[config.mk]
export PLATFORM = sky130hd
export DESIGN_NAME = alu_iter_exec
export DESIGN_NICKNAME = d
export VERILOG_FILES = /design/src/rtl/alu_iter_exec_pkg.sv /design/src/rtl/alu_shift_step.sv /design/src/rtl/alu_iter_exec.sv
export SDC_FILE = /design/constraint.sdc
export NUM_CORES = 1
export LEC_CHECK = 0
export ABC_AREA = 0
export CAP_MARGIN = 20
export CORE_ASPECT_RATIO = 0.9
export CORE_UTILIZATION = 27
export DETAILED_ROUTE_END_ITERATION = 8
export PLACE_DENSITY_LB_ADDON = 0.25
export SETUP_SLACK_MARGIN = 0.5
export SYNTH_ARGS = -nofsm -noshare
export SYNTH_HDL_FRONTEND = slang
export SYNTH_SLANG_ARGS = --single-unit
[constraint.sdc]
create_clock -name clk -period 3.7 [get_ports clk]
set_clock_uncertainty 0.1 [all_clocks]
set_input_delay 0.37 -clock clk [delete_from_list [all_inputs] [get_ports clk]]
set_output_delay 0.37 -clock clk [all_outputs]
set_load 0.02 [all_outputs]
[src/rtl/alu_iter_exec_pkg.sv]
// Shared definitions for the iterative execute-stage ALU.
// Holds the 4-bit ALU opcode codes, the FSM state codes (also used by the
// bench to probe state) and a helper that classifies the shift opcodes.
package alu_iter_exec_pkg;

   localparam logic [3:0] OP_ADD  = 4'h0;
   localparam logic [3:0] OP_ADDU = 4'h1;
   localparam logic [3:0] OP_SUB  = 4'h2;
   localparam logic [3:0] OP_SUBU = 4'h3;
   localparam logic [3:0] OP_AND  = 4'h4;
   localparam logic [3:0] OP_OR   = 4'h5;
   localparam logic [3:0] OP_XOR  = 4'h6;
   localparam logic [3:0] OP_LSL  = 4'h7;
   localparam logic [3:0] OP_LSR  = 4'h8;
   localparam logic [3:0] OP_ASR  = 4'h9;

   typedef enum logic [1:0] {
      ST_IDLE  = 2'd0,
      ST_SHIFT = 2'd1,
      ST_DONE  = 2'd2
   } alu_state_e;

   function automatic logic is_shift(input logic [3:0] op);
      return (op == OP_LSL) || (op == OP_LSR) || (op == OP_ASR);
   endfunction

endpackage

[src/rtl/alu_shift_step.sv]
// One-bit shift step for the iterative shifter.
// Ports:
//   shreg   in   WIDTH  current shift register value
//   opcode  in   4      OP_LSL / OP_LSR / OP_ASR select direction and fill
//   shifted out  WIDTH  shreg moved by one bit (unchanged for other opcodes)
module alu_shift_step
   import alu_iter_exec_pkg::*;
#(
   parameter int WIDTH = 32
) (
   input  logic [WIDTH-1:0] shreg,
   input  logic [3:0]       opcode,
   output logic [WIDTH-1:0] shifted
);

   always_comb begin
      shifted = shreg;
      case (opcode)
         OP_LSL:  shifted = {shreg[WIDTH-2:0], 1'b0};
         OP_LSR:  shifted = {1'b0, shreg[WIDTH-1:1]};
         OP_ASR:  shifted = {shreg[WIDTH-1], shreg[WIDTH-1:1]};
         default: shifted = shreg;
      endcase
   end

endmodule

[src/rtl/alu_iter_exec.sv]
// Execute-stage ALU with single-cycle logic/arithmetic and a one-bit-per-cycle
// iterative shifter. Valid/ready handshake on both the request and result side.
// Ports:
//   clk, rst               clock, synchronous active-high reset
//   in_valid / in_ready    request handshake (in_ready high only in IDLE)
//   opcode, a, b, shamt    request; b is the shift source, shamt the distance
//   out_valid / out_ready  result handshake
//   result, zero,          registered result and flags, held while
//   overflow, illegal      out_valid && !out_ready
//
// state    | meaning
// ST_IDLE  | waiting for a request, in_ready=1
// ST_SHIFT | shifting shreg one bit per cycle, cnt bits remaining
// ST_DONE  | result valid, waiting for out_ready
module alu_iter_exec
   import alu_iter_exec_pkg::*;
#(
   parameter int WIDTH   = 32,
   parameter int SHAMT_W = $clog2(WIDTH)
) (
   input  logic               clk,
   input  logic               rst,
   input  logic               in_valid,
   output logic               in_ready,
   input  logic [3:0]         opcode,
   input  logic [WIDTH-1:0]   a,
   input  logic [WIDTH-1:0]   b,
   input  logic [SHAMT_W-1:0] shamt,
   output logic               out_valid,
   input  logic               out_ready,
   output logic [WIDTH-1:0]   result,
   output logic               zero,
   output logic               overflow,
   output logic               illegal
);

   alu_state_e         state;
   logic [WIDTH-1:0]   shreg;
   logic [WIDTH-1:0]   shreg_nxt;
   logic [SHAMT_W-1:0] cnt;
   logic [3:0]         op_q;

   logic [WIDTH-1:0]   alu_res;
   logic               alu_ovf;
   logic               alu_ill;

   alu_shift_step #(.WIDTH(WIDTH)) u_shift_step (
      .shreg   (shreg),
      .opcode  (op_q),
      .shifted (shreg_nxt)
   );

   // Single-cycle path; shift opcodes land here only when shamt is zero.
   always_comb begin
      alu_res = '0;
      alu_ovf = 1'b0;
      alu_ill = 1'b0;
      case (opcode)
         OP_ADD: begin
            alu_res = a + b;
            alu_ovf = (a[WIDTH-1] == b[WIDTH-1]) && (alu_res[WIDTH-1] != a[WIDTH-1]);
         end
         OP_ADDU: alu_res = a + b;
         OP_SUB: begin
            alu_res = a - b;
            // b is effectively inverted for subtraction, so signs must differ
            alu_ovf = (a[WIDTH-1] != b[WIDTH-1]) && (alu_res[WIDTH-1] != a[WIDTH-1]);
         end
         OP_SUBU: alu_res = a - b;
         OP_AND:  alu_res = a & b;
         OP_OR:   alu_res = a | b;
         OP_XOR:  alu_res = a ^ b;
         OP_LSL, OP_LSR, OP_ASR: alu_res = b;
         default: alu_ill = 1'b1;
      endcase
   end

   always_ff @(posedge clk) begin
      if (rst) begin
         state     <= ST_IDLE;
         in_ready  <= 1'b1;
         out_valid <= 1'b0;
         result    <= '0;
         zero      <= 1'b1;
         overflow  <= 1'b0;
         illegal   <= 1'b0;
         cnt       <= '0;
         shreg     <= '0;
         op_q      <= OP_ADD;
      end else begin
         case (state)
            ST_IDLE: begin
               if (in_valid) begin
                  in_ready <= 1'b0;
                  if (is_shift(opcode) && (shamt != '0)) begin
                     shreg <= b;
                     cnt   <= shamt;
                     op_q  <= opcode;
                     state <= ST_SHIFT;
                  end else begin
                     result    <= alu_res;
                     zero      <= (alu_res == '0);
                     overflow  <= alu_ovf;
                     illegal   <= alu_ill;
                     out_valid <= 1'b1;
                     state     <= ST_DONE;
                  end
               end
            end
            ST_SHIFT: begin
               shreg <= shreg_nxt;
               cnt   <= cnt - 1'b1;
               if (cnt == SHAMT_W'(1)) begin
                  result    <= shreg_nxt;
                  zero      <= (shreg_nxt == '0);
                  overflow  <= 1'b0;
                  illegal   <= 1'b0;
                  out_valid <= 1'b1;
                  state     <= ST_DONE;
               end
            end
            ST_DONE: begin
               // in_ready only rises on the next edge, so no accept can
               // coincide with the output handshake.
               if (out_ready) begin
                  out_valid <= 1'b0;
                  in_ready  <= 1'b1;
                  state     <= ST_IDLE;
               end
            end
            default: begin
               state     <= ST_IDLE;
               in_ready  <= 1'b1;
               out_valid <= 1'b0;
            end
         endcase
      end
   end

endmodule

Word level (Yosys, flattened, before mapping)
Cells that the tools add are included.
- word-level logic and storage cells: 100
- register bits: 80
- input port bits: 77
- output and inout bits: 37
- reductions and logical operators: 21
- bitwise gates (word level): 4
- add/subtract/negate cells: 3
- eq/ne operators: 24
- multiplexer cells: 38
- operators with widths (kind ; count):
    $pmux 32 s6 ; 1
    $mux 32 ; 5
    $pmux 32 s2 ; 2
    $pmux 32 s3 ; 1
    $logic_not 32->1 ; 2
    $add 32x32->32 ; 1
    $and 32x32->32 ; 1
    $or 32x32->32 ; 1
    $sub 32x32->32 ; 1
    $xor 32x32->32 ; 1
    $eq 4x3->1 const B ; 5
    $eq 4x4->1 const B ; 4
    $mux 1 ; 15
    $reduce_and 3->1 ; 4
    $mux 5 ; 2
    $ne 2x2->1 const B ; 5
    $pmux 5 s2 ; 1
    $reduce_or 10->1 ; 1
    $eq 4x2->1 const B ; 2
    $mux 2 ; 4
    $pmux 1 s2 ; 4
    $reduce_and 4->1 ; 2
    $pmux 1 s3 ; 2
    $pmux 2 s3 ; 1
    16 further kinds ; 22

Depth between registers and ports, before layout
- depth in word-level cells: 7
- gate-level depth with buffers: 15
- depth with buffers taken out: 15

By module
Synthesis repeated with hierarchy kept, for this count alone.
- cells, all modules: 1487
- area total of the unflattened synthesis: 10538.9 µm²
- modules (own cells, without submodules) (module ; area each (µm²) ; sequential area each (µm²) ; times used ; cells each):
    alu_iter_exec ; 9872.0 ; 1601.5 ; 1 ; 1411
    alu_shift_step ; 666.9 ; 0.0 ; 1 ; 76

Worst setup path after synthesis
No wires, ideal clock.
- kind: in2reg
- from: input port a[0]
- to: register result[28]
- setup time: 122 ps
- cell stages on the path: 15
- data required time: 3478 ps
- path buffers: 0
- arrival time: 3264 ps
- slack: 214 ps
- cells stage by stage: inv_1 ha_1 inv_1 fa_1 nor2b_1 o21a_1 or4b_1 a31oi_2 a21o_1 a21oi_1 a2111oi_2 mux2i_1 o21ai_1 a211oi_1 nor3_1
- word-level cells in the longest chain between the ends: 5
- elaborated cells between the ends (all ways): 6
- those cells by class: add/sub (2); mux (4)
- ends and longest elaborated chain (element ; RTL line ; text):
    start, declared ; alu_iter_exec.sv:26 ; input logic [WIDTH-1:0] a,
    $sub 32x32->32 or $add 32x32->32 (tied branches) ; -- ;
    $pmux 32 s6 (*) ; alu_iter_exec.sv:58 ; case (opcode)
    $mux 32 (*) ; alu_iter_exec.sv:95 ; if (is_shift(opcode) && (shamt != '0)) begin
    $mux 32 (*) ; alu_iter_exec.sv:93 ; if (in_valid) begin
    $pmux 32 s2 (*) ; alu_iter_exec.sv:91 ; case (state)
    end signal, assigned ; alu_iter_exec.sv:101 ; result <= alu_res;
    end signal, assigned ; alu_iter_exec.sv:114 ; result <= shreg_nxt;
    end, declared ; alu_iter_exec.sv:31 ; output logic [WIDTH-1:0] result,
Every way passes the cells marked *; elsewhere a longest branch is shown, timed or not. The select of a mux whose other input is x is not followed.
A chain may end at the register's enable or synchronous reset.

Worst setup path in the final report
- from: input port a[0]
- to: register zero
- word-level cells in the longest chain between the ends: 6
- elaborated cells between the ends (all ways): 10
- those cells by class: add/sub (2); mux (4); bitwise (3); reduce/logical (1)
- ends and longest elaborated chain (element ; RTL line ; text):
    $sub 32x32->32, or another cell as far along ; alu_iter_exec.sv:65, alu_iter_exec.sv:69 ;
    $pmux 32 s6 (*) ; alu_iter_exec.sv:58 ;
    $logic_not 32->1 (*) ; alu_iter_exec.sv:102 ; zero <= (alu_res == '0);
    $mux 1 (*) ; alu_iter_exec.sv:95 ;
    $mux 1 (*) ; alu_iter_exec.sv:93 ;
    $pmux 1 s2 (*) ; alu_iter_exec.sv:91 ;
    end signal, assigned ; alu_iter_exec.sv:102 ;
    end signal, assigned ; alu_iter_exec.sv:115 ; zero <= (shreg_nxt == '0);
    end, declared ; alu_iter_exec.sv:32 ; output logic zero,
Marks and branches as above.

==> metrics <==
CP Max Fanout=3; pre-CTS setup slack=-0.770 ns; synthesized flop and latch total=80; Setup crit start kind=input pin; H-tree levels=3; Synth cell types=92; switching pwr=~1700 uW; total I/O pin count=between 100 and 150; Final HPWL DP=around 40 mm; Hold Buf Count CTS=0; number of antenna violations at the first check in global routing=0; Int Pwr=2630 uW; area used by multi-input combinational logic=roughly 0.0090 mm2; Routed Antenna Nets=0; Worst path slowest cell=or4b_4; LEAKAGE=between 0.006 and 0.007 uW; count of final max-slew check failures=0; delay-heaviest family, CP=simple AND/OR/NAND/NOR gates; count of clock tree sinks=80; slowest stage delay, CP=between 0.5 and 0.6 ns; final worst path period share=93.9%; fillcell total=between 3,000 and 4,000; total clock buffers created by CTS=9; total number of vias=13,600; Seq. cell area=0.00160 mm2; Clock Power Share=23.1%; Chip Height=about 190 um; crit path time final=approximately 3.5 ns; DR iter-0 viols=between 1,000 and 1,500; layer with the highest usage=met2; fin nets=~2,100; router iterations before antenna repair=6; top-area cell type share of the netlist area=15.4%; Power Density=267 mW/mm2; CTS clk-pin slew, worst paths=roughly 0.06 ns; commonest non-fill, non-tap cells in the layout=buf_4, nand2_1, a21oi_1, nor2_1, dfxtp_1; share of layout cells above drive strength 1=approximately 34%; Crit Path Class=input pin to register; Worst Tran Pin Value=roughly 0.71 ns; max-cap violation count=0; CTS tree=done; Post-synth EDFFs=0; WL final=50.6 mm; Reg2Reg Depth=10; Netlist Area Pre-Place=0.0104 mm2; Area growth syn-to-layout=55.6%; Worst VDD drop=about 0.00022 V; met2 usage in global routing=40.1%; ys async rst share=0%; Total Die Area=0.0394 mm2; row cnt=67; Reg-to-Reg Start=op_q[0]; hold crit path type=register to register; Core Box Area=about 0.038 mm2; most common cell after layout, fill and taps aside=buf_4; worst path required time=approximately 3.9 ns; CP cell instances=buf_6 > buf_6 > inv_12 > ha_4 > inv_2 > fa_2 > nor2b_4 > o21a_1 > or4b_4 > a31oi_4 > buf_4 > o21a_1 > o21ai_0 > or3_4 > nor4_2 > buf_4 > nand4_1 > o21ai_1; via/cell ratio=5.55; met3 Use GR=~3.7%; n_diodes=0; Seq pwr share=a little under a quarter; reg2reg setup slack=just over 0.4 ns; IO buf count=about 110; Syn Nets=around 1,700; synth top area cells=dfxtp_1, ha_1, a21oi_1, nand2_1, nor2_1; RSZ-0062 raised after global routing=true; clock buffer depth=2; post-synthesis area per instance=6.85 um2; fmax=approximately 290 MHz; worst rel slew slack=a little over half; hold path cells=2; Reg2Reg Capture Point=zero; global-route met1 utilization=between 30% and 40%; Worst Path Buf+Inv=6; clock root buffer=clkbuf_16; Hold Path End=shreg[7]; Setup WS post-layout=between 0.2 and 0.25 ns; Synth Flop Type=dfxtp_1; Worst setup EP type=register; largest net degree at the start of global routing=58; Die X-Extent=~210 um; total congestion overflow=0; final-report setup violation count=0; first-pass GRT wire length=between 70 and 80 mm; register area share after synthesis=about 15%; min-delay src=shreg[7]; initial core utilization=27.7%; Logic pwr share=between 50% and 60%; Yosys warning count=0; vias in the first global route=around 13,000; All-Layer GR Usage=approximately a quarter; clock latency on the worst-skew pair=about 0.36 ns; Fin. Hold Viols=0; Placer Congestion=between 0.9 and 1; area leader, netlist=dfxtp_1; synthesized instance count=roughly 1,500; status=finished, final reports clean; Tot Pwr=roughly 4300 uW; routed wire length per instance=approximately 21 um; # DRC=0; switch share=roughly two fifths; worst path arrival time=about 3.7 ns
[per-stage QoR]
step	hold slack (ns)	area (um2)	util (%)	instances	setup TNS, ns
after floorplan	0.332	10500	-	1522	0
after global placement	0.343	14500	38.6	2376	-7.73
after detailed placement	0.345	14500	38.6	2376	-8.08
after CTS	0.360	15700	41.8	2428	0
after global routing	0.391	16200	43.1	2446	0
final	0.355	16200	43.1	2446	0
[synth_stat cells, types with 16 or more instances]
cell type / instances
buf_2: 17
a21oi_1: 163
a211oi_1: 47
a22oi_1: 31
nand2_1: 172
nand2b_1: 16
nand3_1: 38
clkbuf_1: 71
o21ai_0: 71
a21o_1: 22
inv_1: 107
dfxtp_1: 80
nor2_1: 143
nor2b_1: 17
ha_1: 106
nand4_1: 17
nor3_1: 39
o211ai_1: 52
[area by class of cell]
class	instances	area share (%)
clock buffer	10	1.47
clock inverter	6	0.563
inverter	107	2.65
multi-input combinational	1229	55.3
sequential	80	9.87
tap	483	3.72
timing repair buffer	531	26.4
[power by group through the flow]
| stage | combinational [uW] | sequential, uW | clock (uW) |
|---|---|---|---|
| 6_report | 2350 | 981 | 1000 |
| 5_1_grt | 2510 | 988 | 1060 |
| 4_1_cts | 2210 | 979 | 1010 |
| 3_5_place_dp | 2010 | 998 | 0 |
| 3_3_place_gp | 2010 | 997 | 0 |
| 2_1_floorplan | 955 | 1030 | 0 |
[repair_timing]
action,4_1_cts,5_1_grt
endpoints found under the setup margin,25,20
pin swaps,74,58
cloned,1,1
gates resized for setup,242,108
buffers inserted,35,17
[worst min-delay path: cells and delay by family, from the launching register on]
family / cells / cell delay (ns)
flip-flops: 1 / 0.31
AND/OR/NAND/NOR: 1 / 0.05
AO/OA/AOI/OAI: 1 / 0.05
[flip-flops by register name, summed over array words and instances, names as in the netlist]
name and count:
result 32, shreg 32, cnt 5, op_q 4, state 2, illegal 1, in_ready 1, out_valid 1
overflow 1, zero 1
[worst max path at each step]
stage | start | to | slack (ns) | depth (start not counted)
after floorplan | a[0] | result[28] | 0.44 | 15
after global placement | a[0] | zero | -0.86 | 18
after detailed placement | a[0] | zero | -0.77 | 18
after CTS | a[1] | zero | 0.27 | 15
after global routing | a[0] | zero | 0.11 | 18
final | a[0] | zero | 0.23 | 18
[routing by layer]
layer | vias to the layer above | wire, um | part of all wire [%]
met5 | - | 0 | 0
met1 | 6451 | 22400 | 44
li1 | 6451 | - | -
met3 | 103 | 3270 | 6.4
met2 | 577 | 22600 | 45
met4 | 0 | 2350 | 4.6
[kinds of logic after synthesis]
group | share of synthesized area [%]
AOI/OAI and AO/OA | 36.8
xor gates and xnor gates | 0.252
adders and majority gates | 13.1
buffers and inverters | 8.52
DFF | 15.4
muxes | 1.09
and+or+nand+nor | 24.9
(Power assumes the default switching activity.)
